===== src/rtl/alu_result_stage.sv =====
// ============================================================================
//  Module      : alu_result_stage
//  Description : Execute/writeback boundary. Buffers ALU results, flags and
//                destination tags in a 2-entry FIFO and commits the condition
//                codes (CCR) and sticky overflow bit when writeback pops an entry.
//  Revision    : 1.0  initial release
// ============================================================================
`default_nettype none

module alu_result_stage #(
    parameter int DWIDTH = 32,
    parameter int RADDR  = 5,
    parameter int DEPTH  = 2
) (
    input  logic              clk,
    input  logic              rst,
    input  logic              in_valid,
    output logic              in_ready,
    input  logic [DWIDTH-1:0] in_result,
    input  logic              in_c,
    input  logic              in_z,
    input  logic              in_o,
    input  logic              in_s,
    input  logic [RADDR-1:0]  in_rd,
    input  logic [3:0]        in_flag_upd,
    output logic              out_valid,
    input  logic              out_ready,
    output logic [DWIDTH-1:0] out_result,
    output logic [RADDR-1:0]  out_rd,
    output logic [3:0]        out_flags,
    output logic [3:0]        ccr,
    output logic              ovf_sticky,
    input  logic              clr_sticky
);

    localparam logic [1:0] c_DEPTH  = 2'(DEPTH);
    localparam int         c_FLAG_O = 1;

    logic [DWIDTH-1:0] r_mem_result_q [2];
    logic [DWIDTH-1:0] w_mem_result_d [2];
    logic [RADDR-1:0]  r_mem_rd_q     [2];
    logic [RADDR-1:0]  w_mem_rd_d     [2];
    logic [3:0]        r_mem_flags_q  [2];
    logic [3:0]        w_mem_flags_d  [2];
    logic [3:0]        r_mem_upd_q    [2];
    logic [3:0]        w_mem_upd_d    [2];

    logic       r_wr_ptr_q, w_wr_ptr_d;
    logic       r_rd_ptr_q, w_rd_ptr_d;
    logic [1:0] r_count_q,  w_count_d;
    logic [3:0] r_ccr_q,    w_ccr_d;
    logic       r_sticky_q, w_sticky_d;

    logic       w_accept;
    logic       w_pop;
    logic       w_out_sel;
    logic [3:0] w_head_flags;
    logic [3:0] w_head_upd;

    assign in_ready  = (r_count_q < c_DEPTH);
    assign out_valid = (r_count_q != 2'd0);
    assign w_accept  = in_valid & in_ready;
    assign w_pop     = out_valid & out_ready;

    // When empty, the read pointer has already moved past the last popped
    // slot, which is left untouched until refilled, so selecting the other
    // slot holds the previous head values on the outputs.
    assign w_out_sel    = out_valid ? r_rd_ptr_q : ~r_rd_ptr_q;
    assign out_result   = r_mem_result_q[w_out_sel];
    assign out_rd       = r_mem_rd_q[w_out_sel];
    assign out_flags    = r_mem_flags_q[w_out_sel];
    assign w_head_flags = r_mem_flags_q[r_rd_ptr_q];
    assign w_head_upd   = r_mem_upd_q[r_rd_ptr_q];
    assign ccr          = r_ccr_q;
    assign ovf_sticky   = r_sticky_q;

    always_comb begin
        w_mem_result_d = r_mem_result_q;
        w_mem_rd_d     = r_mem_rd_q;
        w_mem_flags_d  = r_mem_flags_q;
        w_mem_upd_d    = r_mem_upd_q;
        w_wr_ptr_d     = r_wr_ptr_q;
        w_rd_ptr_d     = r_rd_ptr_q;
        w_count_d      = r_count_q;
        w_ccr_d        = r_ccr_q;
        w_sticky_d     = r_sticky_q;

        if (w_accept) begin
            w_mem_result_d[r_wr_ptr_q] = in_result;
            w_mem_rd_d[r_wr_ptr_q]     = in_rd;
            w_mem_flags_d[r_wr_ptr_q]  = {in_c, in_z, in_o, in_s};
            w_mem_upd_d[r_wr_ptr_q]    = in_flag_upd;
            w_wr_ptr_d                 = ~r_wr_ptr_q;
        end

        if (clr_sticky) begin
            w_sticky_d = 1'b0;
        end

        if (w_pop) begin
            w_rd_ptr_d = ~r_rd_ptr_q;
            w_ccr_d    = (r_ccr_q & ~w_head_upd) | (w_head_flags & w_head_upd);
            // An overflow commit overrides a simultaneous clear.
            if (w_head_upd[c_FLAG_O] && w_head_flags[c_FLAG_O]) begin
                w_sticky_d = 1'b1;
            end
        end

        case ({w_accept, w_pop})
            2'b10:   w_count_d = r_count_q + 2'd1;
            2'b01:   w_count_d = r_count_q - 2'd1;
            default: w_count_d = r_count_q;
        endcase
    end

    always_ff @(posedge clk) begin
        if (rst) begin
            for (int i = 0; i < 2; i++) begin
                r_mem_result_q[i] <= '0;
                r_mem_rd_q[i]     <= '0;
                r_mem_flags_q[i]  <= '0;
                r_mem_upd_q[i]    <= '0;
            end
            r_wr_ptr_q <= 1'b0;
            r_rd_ptr_q <= 1'b0;
            r_count_q  <= 2'd0;
            r_ccr_q    <= 4'b0000;
            r_sticky_q <= 1'b0;
        end else begin
            r_mem_result_q <= w_mem_result_d;
            r_mem_rd_q     <= w_mem_rd_d;
            r_mem_flags_q  <= w_mem_flags_d;
            r_mem_upd_q    <= w_mem_upd_d;
            r_wr_ptr_q     <= w_wr_ptr_d;
            r_rd_ptr_q     <= w_rd_ptr_d;
            r_count_q      <= w_count_d;
            r_ccr_q        <= w_ccr_d;
            r_sticky_q     <= w_sticky_d;
        end
    end

endmodule

`default_nettype wire


===== config.mk =====
export PLATFORM = sky130hd
export DESIGN_NAME = alu_result_stage
export DESIGN_NICKNAME = d
export VERILOG_FILES = /design/src/rtl/alu_result_stage.sv
export SDC_FILE = /design/constraint.sdc
export NUM_CORES = 1
export LEC_CHECK = 0
export ABC_AREA = 1
export ABC_CLOCK_PERIOD_IN_PS = 2500
export BUFFER_PORTS_ARGS = -buffer_cell sky130_fd_sc_hd__buf_2
export CAP_MARGIN = 15
export CORE_AREA = 2 2 99 149
export CTS_BUF_LIST = sky130_fd_sc_hd__clkbuf_16
export DETAILED_ROUTE_END_ITERATION = 10
export DIE_AREA = 0 0 101 151
export GPL_TIMING_DRIVEN = 0
export PLACE_DENSITY_LB_ADDON = 0.1
export SYNTH_ARGS = -nofsm -noshare
export SYNTH_HDL_FRONTEND = slang
export SYNTH_SLANG_ARGS = --single-unit

===== constraint.sdc =====
create_clock -name clk -period 2.5 [get_ports clk]
set_clock_uncertainty 0.2 [all_clocks]
set_input_delay 0.25 -clock clk [delete_from_list [all_inputs] [get_ports clk]]
set_output_delay 0.25 -clock clk [all_outputs]
set_load 0.02 [all_outputs]

* Word level (Yosys, flattened, before mapping)
Index checks and enable logic that the tools add are counted.
** Word-level totals
- Input port bits :: 50
- Output and inout port bits :: 48
- Register bits after elaboration :: 99
- Word-level logic and storage cells :: 67
** Cells by class
- $lt $le $gt $ge :: 5
- Eq/ne operators :: 2
- Multiplexer cells :: 30
- Add/subtract/negate cells :: 2
- Reductions and logical operators :: 4
- Bitwise operators :: 11
** Operators with widths (number)
- $mux 32 :: 4
- $bwmux 64 :: 1
- $mux 4 :: 10
- $demux 32 s1 :: 1
- $mux 5 :: 4
- $bwmux 8 :: 2
- $bwmux 10 :: 1
- $and 4x4->4 :: 2
- $ge 2x2->1 const B :: 3
- $not 1->2 :: 3
- $demux 5 s1 :: 1
- $demux 4 s1 :: 1
- $mux 1 :: 4
- $not 4->4 :: 1
- $or 4x4->4 :: 1
- $pmux 2 s2 :: 1
- $reduce_bool 2->1 :: 2
- $add 2x1->2 const B :: 1
- $and 1x1->1 :: 2
- $eq 2x1->1 const B :: 1
- $eq 2x2->1 const B :: 1
- $logic_and 1x1->1 :: 2
- $lt 2x1->1 const B :: 1
- $lt 2x2->1 const B :: 1
- 2 further kinds :: 3

* Longest topological paths before layout
Gate-level depths: netlist (run 1).
- Depth after elaboration :: 7
- Gate-level depth with buffers :: 8

* Worst setup path after synthesis (run 1)
OpenSTA, ideal clock, no wires.
- Path kind :: register to output
- Start point :: register r_rd_ptr_q
- End point :: output out_flags[1]
- Required time :: 2.050 ns
- Arrival time :: 1.373 ns
- Stages on the path, launching flop included :: 6
- Setup slack :: 0.677 ns
- Cell sequence :: dfxtp_1 buf_2 inv_2 xor2_4 buf_2 o21ai_0
** Between the ends
- Cells in the longest elaborated chain, start to end :: 6
** RTL lines
- from (decl) :: line 49 : logic r_rd_ptr_q, w_rd_ptr_d;
- from (signal assigned) :: line 135 : r_rd_ptr_q <= w_rd_ptr_d;
- $not 1->1 :: line 68 : assign w_out_sel = out_valid ? r_rd_ptr_q : ~r_rd_ptr_q;
- $mux 1 * :: line 68
- $not 1->2 (not written as such) * :: line 71 : assign out_flags = r_mem_flags_q[w_out_sel];
- $mux 4 (not written as such) * (3 in series) :: line 71
- to (decl) :: line 30 : output logic [3:0] out_flags,
Mark *: on every way between the ends. The rest lies on a longest branch, timed or not. The select of a mux whose other input is x is not followed.

* Worst setup path after layout (run 1)
- Start point :: register r_count_q[1]
- End point :: output out_result[28]
** Between the ends
- Cells in the longest elaborated chain, start to end :: 6
** RTL lines
- from (decl) :: line 50 : logic [1:0] r_count_q, w_count_d;
- from (signal assigned) :: line 136 : r_count_q <= w_count_d;
- $reduce_bool 2->1 :: line 61 : assign out_valid = (r_count_q != 2'd0);
- $mux 1 :: line 68
- $not 1->2 (not written as such) :: line 69 : assign out_result = r_mem_result_q[w_out_sel];
- $mux 32 (not written as such) (3 in series) :: line 69
- to (decl) :: line 28 : output logic [DWIDTH-1:0] out_result,
Every way passes these cells. The select of a mux whose other input is x is not followed.

==> out/metrics.cfg, run 1 <==
[sta]
maxSlewViolCount = 0
slew_headroom_pct = 60.26
timing.fmax_mhz = 426.7
post-route-period-util_pct = 93.75
rsz0062_at_grt = false
fin_ws_ps = 156.4
tns_ps = 0
period_needed_ps = 2344
finalHoldViolCount = 0
finalSetupViolations = 0
worst_pin_slew_ps = 596.1

[detailed_routing]
drt_iter0_drc = 99
via_per_inst = 4.585
drt_pass1_iterations = 4
routedWlPerCell_um = 14.47
vias = 3975
ant_nets = 0
finalWirelength_mm = 12.55
drc = 0

[synthesis]
synth_top_cells_by_area = dfxtp_1, o21ai_0, a21oi_1
synth_area_sq_um = 4100
yosysTopAreaCell = dfxtp_1
ys_types = 20
yosysSeqAreaShare_pct = 48.34
ys_warn_count = 0
synth_nets = 610
synth_area_per_cell_sq_um = 7.335
synthCells = 559
ys_seq_elements = 99
synth_top_area_share_pct = 48.34

[clocking]
clock-root-buffer = clkbuf_16
clk_latency_ps = 340
cts_tree = yes
postCtsSetupBuffers = 0
cts_buffer_depth = 2
numCtsBuffers = 9
htreeDepth = 3
clkSlewWorstSetupHoldPaths_ps = 70
clock-sinks = 99

[layout]
final_common_cell = o21ai_0
mostFrequentLayoutCells = o21ai_0, buf_2, dfxtp_1, inv_1, a21oi_1
multiInputGateArea_sq_um = 1567
drive_gt1_share_pct = 19.80
fill_cells = 1474
final-seq-area_sq_um = 1982
fin_nets = 748
area_growth_pct = 30.52
diodes = 0

[pwr]
seqPwrFrac_pct = 35.7
power.density_nw_per_um2 = 1030
p_int_mw = 3.223
p_comb_share_pct = 41.7
leakage_nw = 2.301
switchingPower_mw = 2.291
switching_share_pct = 41.55
power_frac_clock_pct = 22.6
ir_drop_mv = 0.3699

[floorplan]
die_h_um = 151
start_util_pct = 29.44
coreArea_sq_um = 13930
io_pins = 98
num_rows = 53
dieArea_sq_um = 15250
die_w_um = 101

[worst_setup_path]
ff2ff_path_depth = 7
crit_path_end_kind = output pin
required_ps = 2050
arrival_ps = 1890
worst_setup_path_start_kind = flip-flop
crit_path_max_fanout = 10
criticalPathCategory = flip-flop to output pin

[placement]
preCtsSetupSlack_ps = 454.3
dp_hpwl_mm = 8.957
portBuffers = 96
gp_congestion = 0.7530

[global_route]
overflow = 0
grt_usage_pct = 16.77
grt_max_degree = 15
antenna_found_initial = 0
grt_pass1_vias = 3744
grt_pass1_wl_mm = 19.56

[hold_path]
holdPathStages = 3
hp-class = input pin to flip-flop

[outcome]
status = completed

[flow_run]
drv_cap = 0

## metrics by stage
stage	instances	util [%]	cell area (sq um)	total power, mW	hold slack, ps
2_1_floorplan	559	-	4100	3.481	193.1
3_3_place_gp	820	34.38	4787	4.283	232.3
3_5_place_dp	820	34.38	4787	4.317	235.7
4_1_cts	867	38.43	5351	5.611	0.4851
5_1_grt	867	38.43	5351	5.932	1.868
6_report	867	38.43	5351	5.514	4.345
## state kept, by name (all words and copies together), names as in the netlist, named ones only
register	flops
r_mem_result_q	64
r_mem_rd_q	10
r_mem_flags_q	8
r_mem_upd_q	8
r_count_q	2
ovf_sticky	1
r_rd_ptr_q	1
r_wr_ptr_q	1
## cell usage after synthesis
| master | instances |
|---|---|
| o21ai_0 | 122 |
| ha_1 | 1 |
| nand3_1 | 2 |
| nand3b_1 | 1 |
| buf_2 | 21 |
| o21ai_1 | 12 |
| xor2_4 | 1 |
| dfxtp_1 | 99 |
| nor2_2 | 1 |
| nor2_1 | 10 |
| a21oi_1 | 95 |
| buf_4 | 5 |
| clkbuf_1 | 13 |
| nand3_2 | 1 |
| clkinv_1 | 1 |
| inv_2 | 2 |
| nor2_4 | 1 |
| xor2_1 | 1 |
| nand2_1 | 77 |
| inv_1 | 93 |
## cell type report
class	instances	share of cell area [%]
flip-flops and latches	99	37.04
multi-input cells	325	29.27
repair buffers	127	14.78
inverters	96	6.734
clock buffers	9	4.209
well taps	165	3.858
plain buffers	39	3.577
clock inverters	7	0.5378
## final timing paths
check	startpoint	to	slack (ps)
worst max-delay path	r_count_q[1]	out_result[28]	160
worst min-delay path	in_result[25]	r_mem_result_q[25]	4
worst max register to register	r_count_q[1]	r_mem_upd_q[1]	440
worst min register to register	r_mem_result_q[60]	r_mem_result_q[60]	240
## layer usage
| layer | up-vias | GRT usage (%) | share of wire, % |
|---|---|---|---|
| met1 | 1810 | 20.71 | 44 |
| met4 | 0 | 5.338 | 1.5 |
| li1 | 2074 | - | - |
| met5 | - | 0 | 0 |
| met2 | 78 | 29.17 | 51 |
| met3 | 13 | 3.276 | 3.6 |
## what timing repair did
| action | CTS | global route |
|---|---|---|
| hold buffers | 31 | 0 |
| gates resized for setup | 0 | 0 |
| hold endpoints to repair | 37 | 0 |
## worst max-delay path, cell delays in order (launching register included)
cell and delay (ps):
dfxtp_1 370, nor2_4 220, xor2_4 300, buf_2 310
o21ai_0 160, buf_2 190
## power by group through the flow
stage | clock network (mW) | registers [mW] | logic (mW)
floorplan | 0 | 1.99 | 1.49
global placement | 0 | 2.00 | 2.29
detailed placement | 0 | 2.00 | 2.31
CTS | 1.29 | 1.97 | 2.36
global route | 1.36 | 2.00 | 2.57
finish | 1.24 | 1.97 | 2.30
## kinds of logic after synthesis
logic type,share of synthesized area [%]
xor gates and xnor gates,0.8851
AOI/OAI and AO/OA,27.95
and+or+nand+nor,9.063
DFF,48.34
adders and majority gates,0.3051
buffers and inverters,13.46
No activity file was read; power rests on OpenSTA's default activity.
==> run 2: changes to the inputs <==
--- a/config.mk
+++ b/config.mk
@@ -5,14 +5,14 @@
 export SDC_FILE = /design/constraint.sdc
 export NUM_CORES = 1
 export LEC_CHECK = 0
-export ABC_AREA = 1
+export ABC_AREA = 0
 export ABC_CLOCK_PERIOD_IN_PS = 2500
 export BUFFER_PORTS_ARGS = -buffer_cell sky130_fd_sc_hd__buf_2
 export CAP_MARGIN = 15
-export CORE_AREA = 2 2 99 149
+export CORE_AREA = 2 2 100 151
 export CTS_BUF_LIST = sky130_fd_sc_hd__clkbuf_16
 export DETAILED_ROUTE_END_ITERATION = 10
-export DIE_AREA = 0 0 101 151
+export DIE_AREA = 0 0 102 153
 export GPL_TIMING_DRIVEN = 0
 export PLACE_DENSITY_LB_ADDON = 0.1
 export SYNTH_ARGS = -nofsm -noshare
==> run 2 against run 1 <==
  * Synthesized cell count decreased by 13%
  * Final cell count is 3.0% lower
  * Largest cell class is now multi-input combinational cells
  * Global-route usage down 0.82 points
  * Non-clock buffer count rose by 14
  * Worst setup slack worse by 86 ps
  * Cell area up 7.8%
==> out/metrics.cfg, run 2 <==
[worst_setup_path]
ff2ff_path_depth = 6
crit_path_end_kind = output pin
r2r_end = r_count_q[1]
worst_setup_path_start_kind = flip-flop
ff2ff_setup_slack_ps = 560
criticalPathCategory = flip-flop to output pin
crit_path_max_fanout = 10
required_ps = 2050
slowest_stage = dfxtp_1
slowest_delay_ps = 310
arrival_ps = 1980
r2r-start = r_count_q[1]
path_cells = buf_6, or2_4, xor2_4, buf_12, buf_8, mux2_4, buf_2

[clocking]
cts_buffer_depth = 2
clock-root-buffer = clkbuf_16
htreeDepth = 3
clk_latency_ps = 340
clock-sinks = 99
cts_tree = yes
clkSlewWorstSetupHoldPaths_ps = 70
numCtsBuffers = 9

[flow_run]
drv_cap = 0

[sta]
rsz0062_at_grt = false
finalHoldViolCount = 0
post-route-period-util_pct = 97.19
worst_pin_slew_ps = 725.7
maxSlewViolCount = 0
timing.fmax_mhz = 411.6
slew_headroom_pct = 51.41
finalSetupViolations = 0
tns_ps = 0
period_needed_ps = 2430

[layout]
top_register = r_mem_result_q
mostFrequentLayoutCells = nand2_1, buf_2, dfxtp_1, a21oi_1, dlygate4sd3_1
fill_cells = 1512
final_common_cell = nand2_1
area_growth_pct = 36.43
drive_gt1_share_pct = 27.29
top_regs = r_mem_result_q (64), r_mem_rd_q (10)
largest_reg_flops = 64
multiInputGateArea_sq_um = 2057
final-seq-area_sq_um = 1982
fin_nets = 691
diodes = 0

[detailed_routing]
drt_pass1_iterations = 4
drt-met1-wl_mm = 5.360
finalWirelength_mm = 12.40
top_layer = met4
drt_iter0_drc = 100
wl_met3_um = 602
ant_nets = 0
drc = 0
vias = 3820
routedWlPerCell_um = 14.74
via_per_inst = 4.542
wl_met2_mm = 6.164

[synthesis]
yosysTopAreaCell = dfxtp_1
synth_top_cells_by_area = dfxtp_1, nand2_1, mux2_4
yosysMostFrequentCell = nand2_1
async_reset_ff_share_pct = 0
synth_edf_count = 0
ys_warn_count = 0
synthCells = 485
synth_common_cells = nand2_1, dfxtp_1, a21oi_1
synth_top_area_share_pct = 46.88
synth_nets = 536
ys_types = 28
synth_area_per_cell_sq_um = 8.717
synth_area_sq_um = 4228
ys_seq_elements = 99
yosysSeqAreaShare_pct = 46.88
synthFlopType = dfxtp_1

[placement]
dp_hpwl_mm = 8.501
gp_congestion = 0.7305
portBuffers = 96

[floorplan]
die_w_um = 102
start_util_pct = 29.52
dieArea_sq_um = 15610
die_h_um = 153
coreArea_sq_um = 14320
num_rows = 54
io_pins = 98

[global_route]
grt_max_degree = 18
grt_pass1_vias = 3775
grt_usage_pct = 15.95
grt_pass1_wl_mm = 19.44
antenna_found_initial = 0
overflow = 0

[hold_path]
hold_end = r_wr_ptr_q
holdPathStages = 4
hp-class = input pin to flip-flop
hold_path.startpoint = in_valid

[pwr]
ir_drop_mv = 0.4657
leakage_nw = 2.398
power.total_mw = 6.140
power.density_nw_per_um2 = 1064

[outcome]
status = completed

-- run 2: final cells by class --
| cell class | count | area share (%) |
|---|---|---|
| multi-input combinational | 349 | 35.66 |
| sequential | 99 | 34.36 |
| timing repair buffer | 144 | 16.83 |
| tap | 196 | 4.252 |
| clock buffer | 9 | 3.905 |
| buffer | 36 | 3.644 |
| clock inverter | 7 | 1.280 |
| inverter | 1 | 0.06508 |
-- run 2: logic make-up after synthesis --
logic type	count (synthesis)	synth area share, %
AND/OR/NAND/NOR	192	17.93
buffers and inverters	37	4.469
flip-flops	99	46.88
multiplexers	49	16.48
adder cells (fa/ha/maj)	1	0.2959
AO/OA/AOI/OAI	103	12.67
XOR/XNOR	4	1.273
-- run 2: metal layers --
metal | GRT usage [%] | vias to the layer above
li1 | - | 1913
met1 | 19.33 | 1771
met2 | 27.54 | 116
met3 | 3.064 | 20
met4 | 5.841 | 0
met5 | 0 | -
-- run 2: how the worst max path moves through the flow --
stage	startpoint	endpoint	slack [ps]	cells past startpoint
after floorplan	r_count_q[1]	out_flags[0]	580	5
after global placement	r_count_q[1]	out_result[30]	330	6
after detailed placement	r_count_q[1]	out_result[30]	340	6
after CTS	r_count_q[1]	out_result[30]	3	7
after global routing	r_count_q[1]	out_result[3]	5	7
final	r_count_q[1]	out_result[0]	70	7
-- run 2: critical path: cells and delay by family (launching register included) --
kind	cells	cell delay, ps
flip-flops	1	310
AND/OR/NAND/NOR	1	260
buffers and inverters	4	600
multiplexers	1	310
XOR/XNOR	1	150
-- run 2: report_power, final --
group / switching (mW) / total [mW] / internal (mW) / leakage (nW)
Clock: 0.627 / 1.41 / 0.784 / 0.147
Sequential: 0.105 / 1.88 / 1.77 / 0.808
Combinational: 1.52 / 2.85 / 1.33 / 1.44
-- run 2: what timing repair did --
action                                  in CTS  in global routing
hold endpoints to repair                    91                  0
pin swaps                                    0                  1
buffers inserted                             2                  0
resized for setup                            4                  3
endpoints found under the setup margin      40                 34
hold buffers                                46                  0
-- run 2: per-stage QoR --
step / hold WS, ps / setup WS [ps] / cells / util (%) / cell area, sq um
4_1_cts: 62.86 / 3.443 / 841 / 40.18 / 5756
2_1_floorplan: 186.0 / 583.4 / 485 / - / 4228
3_5_place_dp: 246.2 / 335.4 / 777 / 34.58 / 4954
6_report: 85.98 / 70.36 / 841 / 40.27 / 5768
5_1_grt: 109.2 / 4.715 / 841 / 40.27 / 5768
3_3_place_gp: 240.8 / 334.5 / 777 / 34.58 / 4954
